$ cat src/rtl/pipe_hazard_scoreboard_pkg.sv
// Shared pipeline types: in-flight slot record and operand-forward select encodings.
// Combinational helpers only; no state, no latency, no backpressure.
package pipe_hazard_scoreboard_pkg;

  // Slot dest is stored at a fixed width so one record type serves every REG_AW <= DEST_W.
  localparam int DEST_W = 8;

  typedef struct packed {
    logic              valid;
    logic [DEST_W-1:0] dest;
    logic              is_load;
  } slot_t;

  typedef logic [2:0] fwd_sel_t;

  localparam fwd_sel_t FWD_RF = 3'd0;

  function automatic fwd_sel_t slot_to_fwd(input logic [2:0] idx);
    return idx + 3'd1;
  endfunction

endpackage

$ cat src/rtl/hazard_slot_match.sv
// Compares one source register against every in-flight slot; reports any hit,
// the youngest hitting slot and whether slot 0 hits as a load. Purely combinational.
module hazard_slot_match
  import pipe_hazard_scoreboard_pkg::*;
#(
  parameter int STAGES = 2,
  parameter int REG_AW = 4
) (
  input  slot_t [STAGES-1:0] slots,
  input  logic [REG_AW-1:0]  src,
  input  logic               src_en,
  output logic               any_match,
  output logic [2:0]         youngest_idx,
  output logic               load_match
);

  logic [STAGES-1:0] hit;

  always_comb begin
    for (int k = 0; k < STAGES; k++) begin
      hit[k] = src_en & slots[k].valid & (slots[k].dest == DEST_W'(src));
    end
  end

  // Walk oldest to youngest so the lowest index is the one left standing.
  always_comb begin
    any_match    = 1'b0;
    youngest_idx = 3'd0;
    for (int k = STAGES - 1; k >= 0; k--) begin
      if (hit[k]) begin
        any_match    = 1'b1;
        youngest_idx = 3'(k);
      end
    end
    load_match = hit[0] & slots[0].is_load;
  end

endmodule

$ cat src/rtl/pipe_hazard_scoreboard.sv
// ID-stage hazard scoreboard: tracks STAGES in-flight writers, raises hazard and forward selects.
// Zero-cycle hazard/fwd_sel; mem_wait freezes slots and stall_cnt. Macro HAZARD_FWD_EN enables forwarding.
module pipe_hazard_scoreboard
  import pipe_hazard_scoreboard_pkg::*;
#(
  parameter int STAGES = 2,
  parameter int REG_AW = 4,
  parameter int CNT_W  = 16
) (
  input  logic              clk,
  input  logic              rst,
  input  logic              id_valid,
  input  logic              id_wb_en,
  input  logic              id_mem_r_en,
  input  logic [REG_AW-1:0] id_dest,
  input  logic [REG_AW-1:0] src1,
  input  logic [REG_AW-1:0] src2,
  input  logic              two_src,
  input  logic              flush,
  input  logic              mem_wait,
  input  logic              cnt_clr,
  output logic              hazard,
  output logic [2:0]        fwd_sel1,
  output logic [2:0]        fwd_sel2,
  output logic [CNT_W-1:0]  stall_cnt
);

  slot_t [STAGES-1:0] slot_q;
  slot_t              slot_new;

  logic       any1, any2;
  logic       ld1, ld2;
  logic [2:0] idx1, idx2;

  hazard_slot_match #(.STAGES(STAGES), .REG_AW(REG_AW)) u_match1 (
    .slots        (slot_q),
    .src          (src1),
    .src_en       (1'b1),
    .any_match    (any1),
    .youngest_idx (idx1),
    .load_match   (ld1)
  );

  hazard_slot_match #(.STAGES(STAGES), .REG_AW(REG_AW)) u_match2 (
    .slots        (slot_q),
    .src          (src2),
    .src_en       (two_src),
    .any_match    (any2),
    .youngest_idx (idx2),
    .load_match   (ld2)
  );

`ifdef HAZARD_FWD_EN
  // Only a load still in EXE cannot be bypassed; everything else forwards.
  always_comb begin
    hazard   = id_valid & ~flush & (ld1 | ld2);
    fwd_sel1 = (hazard || !any1) ? FWD_RF : slot_to_fwd(idx1);
    fwd_sel2 = (hazard || !any2) ? FWD_RF : slot_to_fwd(idx2);
  end
`else
  logic unused_fwd;
  assign unused_fwd = ^{idx1, idx2, ld1, ld2};

  always_comb begin
    hazard   = id_valid & ~flush & (any1 | any2);
    fwd_sel1 = FWD_RF;
    fwd_sel2 = FWD_RF;
  end
`endif

  // A stalled or flushed ID instruction enters EXE as a bubble.
  always_comb begin
    slot_new         = '0;
    slot_new.valid   = id_valid & id_wb_en & ~hazard & ~flush;
    slot_new.dest    = DEST_W'(id_dest);
    slot_new.is_load = id_mem_r_en;
  end

  always_ff @(posedge clk or negedge rst) begin
    if (!rst) begin
      slot_q    <= '0;
      stall_cnt <= '0;
    end else begin
      if (!mem_wait) begin
        for (int k = 1; k < STAGES; k++) begin
          slot_q[k] <= slot_q[k-1];
        end
        slot_q[0] <= slot_new;
      end
      if (cnt_clr) begin
        stall_cnt <= '0;
      end else if (hazard && !mem_wait && (stall_cnt != '1)) begin
        stall_cnt <= stall_cnt + CNT_W'(1);
      end
    end
  end

endmodule

$ cat config.mk
export PLATFORM = sky130hd
export DESIGN_NAME = pipe_hazard_scoreboard
export DESIGN_NICKNAME = d
export VERILOG_FILES = /design/src/rtl/pipe_hazard_scoreboard_pkg.sv /design/src/rtl/hazard_slot_match.sv /design/src/rtl/pipe_hazard_scoreboard.sv
export SDC_FILE = /design/constraint.sdc
export NUM_CORES = 1
export LEC_CHECK = 0
export ABC_AREA = 0
export CORE_MARGIN = 2
export CORE_UTILIZATION = 40
export DETAILED_ROUTE_END_ITERATION = 16
export PLACE_DENSITY = 0.68
export SYNTH_ARGS = -nofsm -noshare
export SYNTH_HDL_FRONTEND = slang
export SYNTH_SLANG_ARGS = --single-unit
$ cat constraint.sdc
create_clock -name clk -period 2.4 [get_ports clk]
set_input_delay 0.48 -clock clk [delete_from_list [all_inputs] [get_ports clk]]
set_output_delay 0.48 -clock clk [all_outputs]
set_load 0.02 [all_outputs]
# Yosys cells after proc, flatten, opt, wreduce, memory -nomap -nowiden
# Cells that the tools add are included.
[word_totals]
register_bits = 26
latch_bits = 0
ram_bits = 0
mem_bits_ro = 0
inputBits = 21
out_inout_bits = 23
elab_cells = 35
memories = 0
[classes]
n_addsub = 1
mul = 0
n_div = 0
magnitude_cmp = 0
n_eq_ne = 5
n_shift = 0
n_mux = 6
bitwise = 14
reduce_logical = 4
[op_table]
columns = ["op", "n"]
rows = [
  ["2-to-1 mux 16 bit", 2],
  ["adder 16 x 1 -> 16 bit (second input constant)", 1],
  ["equality test 4 bit", 4],
  ["!= test 16 bit (second input constant)", 1],
  ["AND 1 bit", 11],
  ["2-to-1 mux 1 bit", 4],
  ["logical AND 1 bit", 2],
  ["inverter 1 bit", 2],
  ["nonzero test 2 bit", 1],
  ["zero test 1 bit", 1],
  ["bitwise OR 1 bit", 1],
]

# Depth between registers and ports, before layout
# Gate-level depths: netlist of run 1.
[depth]
ltp_word = 10
ltp_mapped = 7

# Modules after synthesis
# From an unflattened synthesis of run 1, not the netlist that was laid out.
[unflattened]
hier_cells = 181
hier_area_um2 = 1795.5
[by_module_without_submodules]
columns = ["module", "n_inst", "cells_each", "area_each_um2", "seq_area_each_um2"]
rows = [
  ["pipe_hazard_scoreboard", 1, 139, 1462.7, 700.7],
  ["hazard_slot_match", 2, 21, 166.4, 0.0],
]

# Worst setup path after synthesis of run 1
# Ideal clock, no wire load.
[synth_timing]
kind = "register to register"
from = "register stall_cnt[0]"
to = "register stall_cnt[3]"
setup_ns = 0.128
t_arrival_ns = 2.152
t_required_ns = 2.272
path_slack_ns = 0.120
stages_incl_launch_ff = 8
path_buffers = 0
period_less_slack_ns = 2.280
path_cell_list = "dfrtp_1 -> ha_1 -> and4_4 -> and4_4 -> a41oi_4 -> nand2_2 -> nor4b_2 -> mux2_1"
[synth_between]
elab_chain_len = 3
[synth_lines]
columns = ["item", "line_no", "source"]
rows = [
  ["start, declared", "pipe_hazard_scoreboard.sv:25", "output logic [CNT_W-1:0] stall_cnt"],
  ["start signal, assigned", "pipe_hazard_scoreboard.sv:93", "stall_cnt <= stall_cnt + CNT_W'(1);"],
  ["adder 16 x 1 -> 16 bit / != test 16 bit (equally long branches)", "pipe_hazard_scoreboard.sv:93, pipe_hazard_scoreboard.sv:92", ""],
  ["2-to-1 mux 16 bit / logical AND 1 bit (equally long branches)", "pipe_hazard_scoreboard.sv:92", "end else if (hazard && !mem_wait && (stall_cnt != '1)) begin"],
  ["2-to-1 mux 16 bit / nonzero test 2 bit (equally long branches)", "-", ""],
]
# Parallel ways exist; a longest one is shown, timed or not. The select of a mux whose other input is x is not followed.
# A chain may end at the register's enable or synchronous reset.

# Worst setup path in the final report of run 1
[layout_timing]
from = "input src2[1]"
to = "output hazard"
[layout_between]
elab_chain_len = 6
[layout_lines]
columns = ["item", "line_no", "source"]
rows = [
  ["start, declared", "pipe_hazard_scoreboard.sv:17", "input logic [REG_AW-1:0] src2,"],
  ["equality test 4 bit", "hazard_slot_match.sv:21", "hit[k] = src_en & slots[k].valid & (slots[k].dest == DEST_W'(src));"],
  ["AND 1 bit", "hazard_slot_match.sv:21", ""],
  ["2-to-1 mux 1 bit", "hazard_slot_match.sv:30", "if (hit[k]) begin"],
  ["2-to-1 mux 1 bit (*)", "hazard_slot_match.sv:30", ""],
  ["bitwise OR 1 bit (*)", "pipe_hazard_scoreboard.sv:65", "hazard = id_valid & ~flush & (any1 | any2);"],
  ["AND 1 bit (*)", "pipe_hazard_scoreboard.sv:65", ""],
  ["end, declared", "pipe_hazard_scoreboard.sv:22", "output logic hazard,"],
]
# Every way passes the cells marked *; elsewhere a longest branch is shown, timed or not.

==> flow_summary.ini, run 1 <==
[synthesis]
ys_types = 40
syn_area_um2 = 1640
syn_inst = 162
synth.yosys.seq_area_share_pct = 39.6
ys_ff_latch = 26
synth.avg_cell_area_um2 = 10.1
yosysWarningCount = 0

[detailed_routing]
drt_first_pass_iters = 4
routedWlPerCell_um = 14.2
antenna_left = 0
drt_iter0_markers = 84
num_vias = 1342
finalWirelength_mm = 3.58
viasPerCell = 5.30
drc = 0

[placed_design]
hpwlAfterDp_mm = 2.73
pre_cts_slack_ns = -0.537
postPlaceCellArea_um2 = 2080
gp_congestion = 0.891
io_buffers = 36

[pwr]
power_density_nw_per_um2 = 419
power.leakage_nw = 0.851
irDropWorstVdd_mv = 0.203

[clock_tree]
cts_tree = done
clockBufferDepth = 2
clk_latency_ns = 0.27
clockRootBuffer = clkbuf_8
hold_buffers = 0
cts_made_buffers = 3
htree_levels = 1
clk_pin_slew_ns = 0.08
cts.sink_count = 26

[sta]
final_hold_viol_count = 0
fmax_mhz = 426
skew_ns = 0.00840
post-route-period-util_pct = 97.8
drv_slew = 0
setup_ws_ns = 0.0524
fin_hold_ws_ns = 0.544
setup-violations-final = 0
period_needed_ns = 2.35
rsz0062_at_grt = yes

[floorplanning]
io_pins = 44
initial_utilization_pct = 41.4
die_width_um = 68.1
core_area_um2 = 3970
die_h_um = 68.1
die_area_um2 = 4640
rows = 23

[global_routing]
overflow = 0
grt_max_degree = 27
antenna_found_initial = 0
grt_pass1_wl_mm = 5.98
grt.total_usage_pct = 16.9
grt_pass1_vias = 1336

[run]
drv_cap = 0

[worst_setup_path]
startpoint_type = input port
end_kind = output pin
cp.required_ns = 1.92
crit_arrival_ns = 1.87
criticalPathCategory = input port to output pin
r2r_slack_ns = 0.14
crit_fanout = 2

[final_layout]
drive_above_1_share_pct = 19.7
antennaDiodeCount = 0
fin_area_um2 = 2140
finish.utilization_pct = 53.9
nets = 227
final_cell_mix = clkdlybuf4s50_1, dfrtp_1, mux2_2
area_delta_synth_final_pct = 30.4
layout_commonest_cell = clkdlybuf4s50_1

[worst_hold_path]
hold_path_class = flip-flop to flip-flop

[status]
status = finished clean
## worst max-delay path: stages
cell and delay [ns]:
clkdlybuf4s50_1 0.56, xor2_2 0.20, nor4_4 0.08, nor4_4 0.31, nor2_1 0.07, buf_4 0.16
## per-layer routing
metal	global-route usage, %	part of all wire [%]
met1	20.7	45
met2	30.6	50
met3	2.30	4.5
met4	5.00	1.3
met5	0	0
## final timing paths
kind                                     startpoint                        to  depth (start not counted)
max                                         src2[1]                    hazard                          6
min                           slot_q[9]$_DFFE_PN0N_     slot_q[9]$_DFFE_PN0N_                          2
max reg2reg                stall_cnt[0]$_DFFE_PN0P_  stall_cnt[9]$_DFFE_PN0P_                          8
min reg2reg                   slot_q[9]$_DFFE_PN0N_     slot_q[9]$_DFFE_PN0N_                          2
max in group asynchronous                       rst  stall_cnt[0]$_DFFE_PN0P_                          2
min in group asynchronous                       rst  stall_cnt[8]$_DFFE_PN0P_                          2
## timing repair
action	CTS	global route
setup endpoints to repair	4	4
buffers inserted	0	0
pin swaps	3	2
resized for setup	7	5
## sequential cells by signal (all words and copies together) (netlist names)
name / count
slot_q: 10
stall_cnt: 16
## cells by family (layout without fill, tap and decap cells)
kind of cell    Yosys count  after routing  share of synthesized area (%)
compound gates           25             25                           9.83
xor+xnor                 13             13                           6.93
fa+ha+maj                 1              1                          0.761
buf+inv                  16             52                           5.48
flops                    26             26                           39.6
mux                      15             15                           10.2
other cells               1              6                          0.228
simple gates             65             65                           27.0
## power breakdown
group	internal, mW	switching, mW
Clock	0.113	0.138
Sequential	0.457	0.0233
Combinational	0.0812	0.0853
Total	0.651	0.246
## final cells by class
cell class / instances / area (µm²)
Clock buffer: 3 / 41.3
Fill cell: 370 / 1830
Inverter: 4 / 15.0
Multi-Input combinational cell: 125 / 945
Sequential cell: 26 / 651
Tap cell: 50 / 62.6
Timing Repair Buffer: 45 / 428
## per-stage QoR
stage | std cells | TNS, ns | total power [mW]
floorplan | 167 | 0 | 0.586
global placement | 250 | -2.46 | 0.646
detailed placement | 250 | -3.70 | 0.652
CTS | 253 | 0 | 0.900
global route | 253 | -0.0340 | 0.942
finish | 253 | 0 | 0.897
## synth_stat cells (all sizes together)
| cell | n | area [µm²] |
|---|---|---|
| conb | 1 | 3.75 |
| a21oi | 10 | 50.1 |
| nand2 | 8 | 32.5 |
| xnor2 | 3 | 26.3 |
| xor2 | 10 | 87.6 |
| ha | 1 | 12.5 |
| mux2i | 1 | 10.0 |
| nor3b | 1 | 7.51 |
| mux2 | 14 | 158 |
| o21ai | 9 | 45.0 |
| nor4b | 2 | 38.8 |
| nand3 | 8 | 52.6 |
| buf | 7 | 56.3 |
| nand2b | 3 | 18.8 |
| clkbuf | 5 | 18.8 |
| and3 | 4 | 30.0 |
| o211ai | 1 | 7.51 |
| nand4 | 5 | 31.3 |
| inv | 4 | 15.0 |
| or4 | 2 | 15.0 |
| nor3 | 2 | 10.0 |
| nor2 | 10 | 37.5 |
| or3 | 8 | 50.1 |
| a222oi | 1 | 10.0 |
| nor4 | 4 | 58.8 |
| nor2b | 6 | 37.5 |
| dfrtp | 26 | 651 |
| o22ai | 1 | 6.26 |
| and4 | 2 | 22.5 |
| o31ai | 2 | 15.0 |
| a41oi | 1 | 27.5 |
Power figures use the tool's default switching activity.
==> run 2, diff against run 1 <==
- RECOVER_POWER: default -> 100
==> flow_summary.ini, run 2 (synthesized netlist as in run 1, its figures left out) <==
[detailed_routing]
drc = 0
num_vias = 1341
routedWlPerCell_um = 14.1
viasPerCell = 5.30
finalWirelength_mm = 3.57
drt_iter0_markers = 87
antenna_left = 0
drt_first_pass_iters = 4

[global_routing]
grtUsageMet3_pct = 2.30
overflow = 0
grt_pass1_vias = 1336
grt.total_usage_pct = 16.9
grt_max_degree = 27
gr-usage-met2_pct = 30.6
grt_pass1_wl_mm = 5.98
grt-busiest-layer = met2
antenna_found_initial = 0
grt_use_met1_pct = 20.7

[final_layout]
multi_input_area_um2 = 945
antennaDiodeCount = 0
largest_reg_flops = 16
finish.utilization_pct = 53.7
fillers = 371
layout_commonest_cell = dfrtp_1
reg_top3 = stall_cnt x16, slot_q x10
regMostFlops = stall_cnt
area_delta_synth_final_pct = 29.9
regArea_um2 = 651
final_cell_mix = dfrtp_1, dlygate4sd3_1, clkdlybuf4s50_1
nets = 227
drive_above_1_share_pct = 18.7

[floorplanning]
core_area_um2 = 3970
die_width_um = 68.1
die_h_um = 68.1
io_pins = 44
die_area_um2 = 4640
rows = 23
initial_utilization_pct = 41.4

[worst_setup_path]
critPathSlowestCell = clkdlybuf4s50_1
end_kind = output pin
r2r_slack_ns = 0.15
crit_top_cell = nor4_4
cp_cell_sequence = clkdlybuf4s50_1 -> xor2_2 -> nor4_4 -> nor4_4 -> nor2_1 -> buf_4
criticalPathCategory = input port to output pin
cp.required_ns = 1.92
max_stage_delay_ns = 0.56
startpoint_type = input port
crit_arrival_ns = 1.87
crit_fanout = 2

[clock_tree]
cts.sink_count = 26
clockBufferDepth = 2
cts_setup_buffers = 0
cts_tree = done
htree_levels = 1
clk_latency_ns = 0.27
clockRootBuffer = clkbuf_8
hold_buffers = 0
cts_made_buffers = 3
clk_pin_slew_ns = 0.08

[placed_design]
gp_congestion = 0.891
io_buffers = 36
pre_cts_slack_ns = -0.537
hpwlAfterDp_mm = 2.73

[sta]
skew_ns = 0.00830
setup_ws_ns = 0.0524
tns_ns = 0
drv_slew = 0
tightest_slew_ns = 1.44
fmax_mhz = 426
maxSlewHeadroom_pct = 3.84
setup-violations-final = 0
final_hold_viol_count = 0
post-route-period-util_pct = 97.8
period_needed_ns = 2.35
rsz0062_at_grt = yes

[pwr]
fin_total_pwr_mw = 0.895
power_density_nw_per_um2 = 419
irDropWorstVdd_mv = 0.203
power.leakage_nw = 0.901

[worst_hold_path]
hold_path_class = flip-flop to flip-flop

[status]
status = finished clean

[run]
drv_cap = 0
[run 2: changes by cell type in the layout (fill, tap and decap cells not counted), sizes merged]
cell,change
clkbuf,+3
clkdlybuf4s50,-18
dlygate4sd3,+18
buf,-3
[run 2: final timing paths]
kind,start,to,cells after the start
max reg2reg,stall_cnt[0]$_DFFE_PN0P_,stall_cnt[9]$_DFFE_PN0P_,8
min,slot_q[9]$_DFFE_PN0N_,slot_q[9]$_DFFE_PN0N_,2
min in group asynchronous,rst,stall_cnt[8]$_DFFE_PN0P_,2
max in group asynchronous,rst,stall_cnt[0]$_DFFE_PN0P_,2
min reg2reg,slot_q[9]$_DFFE_PN0N_,slot_q[9]$_DFFE_PN0N_,2
max,src2[1],hazard,6
[run 2: layout make-up]
cell class,count,share of cell area [%]
sequential,26,30.5
tap,50,2.93
inverter,4,0.703
clock buffer,3,1.93
timing repair buffer,45,19.7
multi-input combinational,125,44.3
[run 2: power by group]
| group | switching (mW) | internal [mW] | total [mW] |
|---|---|---|---|
| sequential | 0.0233 | 0.457 | 0.480 |
| clock | 0.138 | 0.113 | 0.250 |
| combinational | 0.0852 | 0.0790 | 0.164 |
| total | 0.246 | 0.649 | 0.895 |
[run 2: layer usage]
layer,vias up,share of wire (%)
met5,-,0
li1,655,-
met1,641,44
met2,39,50
met3,6,4.5
met4,0,1.3
[run 2: per-stage QoR]
stage	hold slack, ns	instances	area (µm²)
floorplan	0.184	167	1660
global placement	0.534	250	2080
detailed placement	0.532	250	2080
CTS	0.553	253	2110
global route	0.589	253	2130
finish	0.545	253	2130
[run 2: critical path: cells and delay by family]
family / cells / cell delay (ns)
buffers and inverters: 2 / 0.72
and+or+nand+nor: 3 / 0.46
xor gates and xnor gates: 1 / 0.20
[run 2: repair_timing]
| action | in CTS | in global routing |
|---|---|---|
| gates cloned | 0 | 0 |
| resized for setup | 7 | 5 |
| pin swaps | 3 | 2 |
| setup endpoints to repair | 4 | 4 |
==> run 3, diff against run 2 <==
- ABC_CLOCK_PERIOD_IN_PS: default -> 2400
==> results of run 3 <==
Final layout, timing and power as in run 2 (identical DEF).
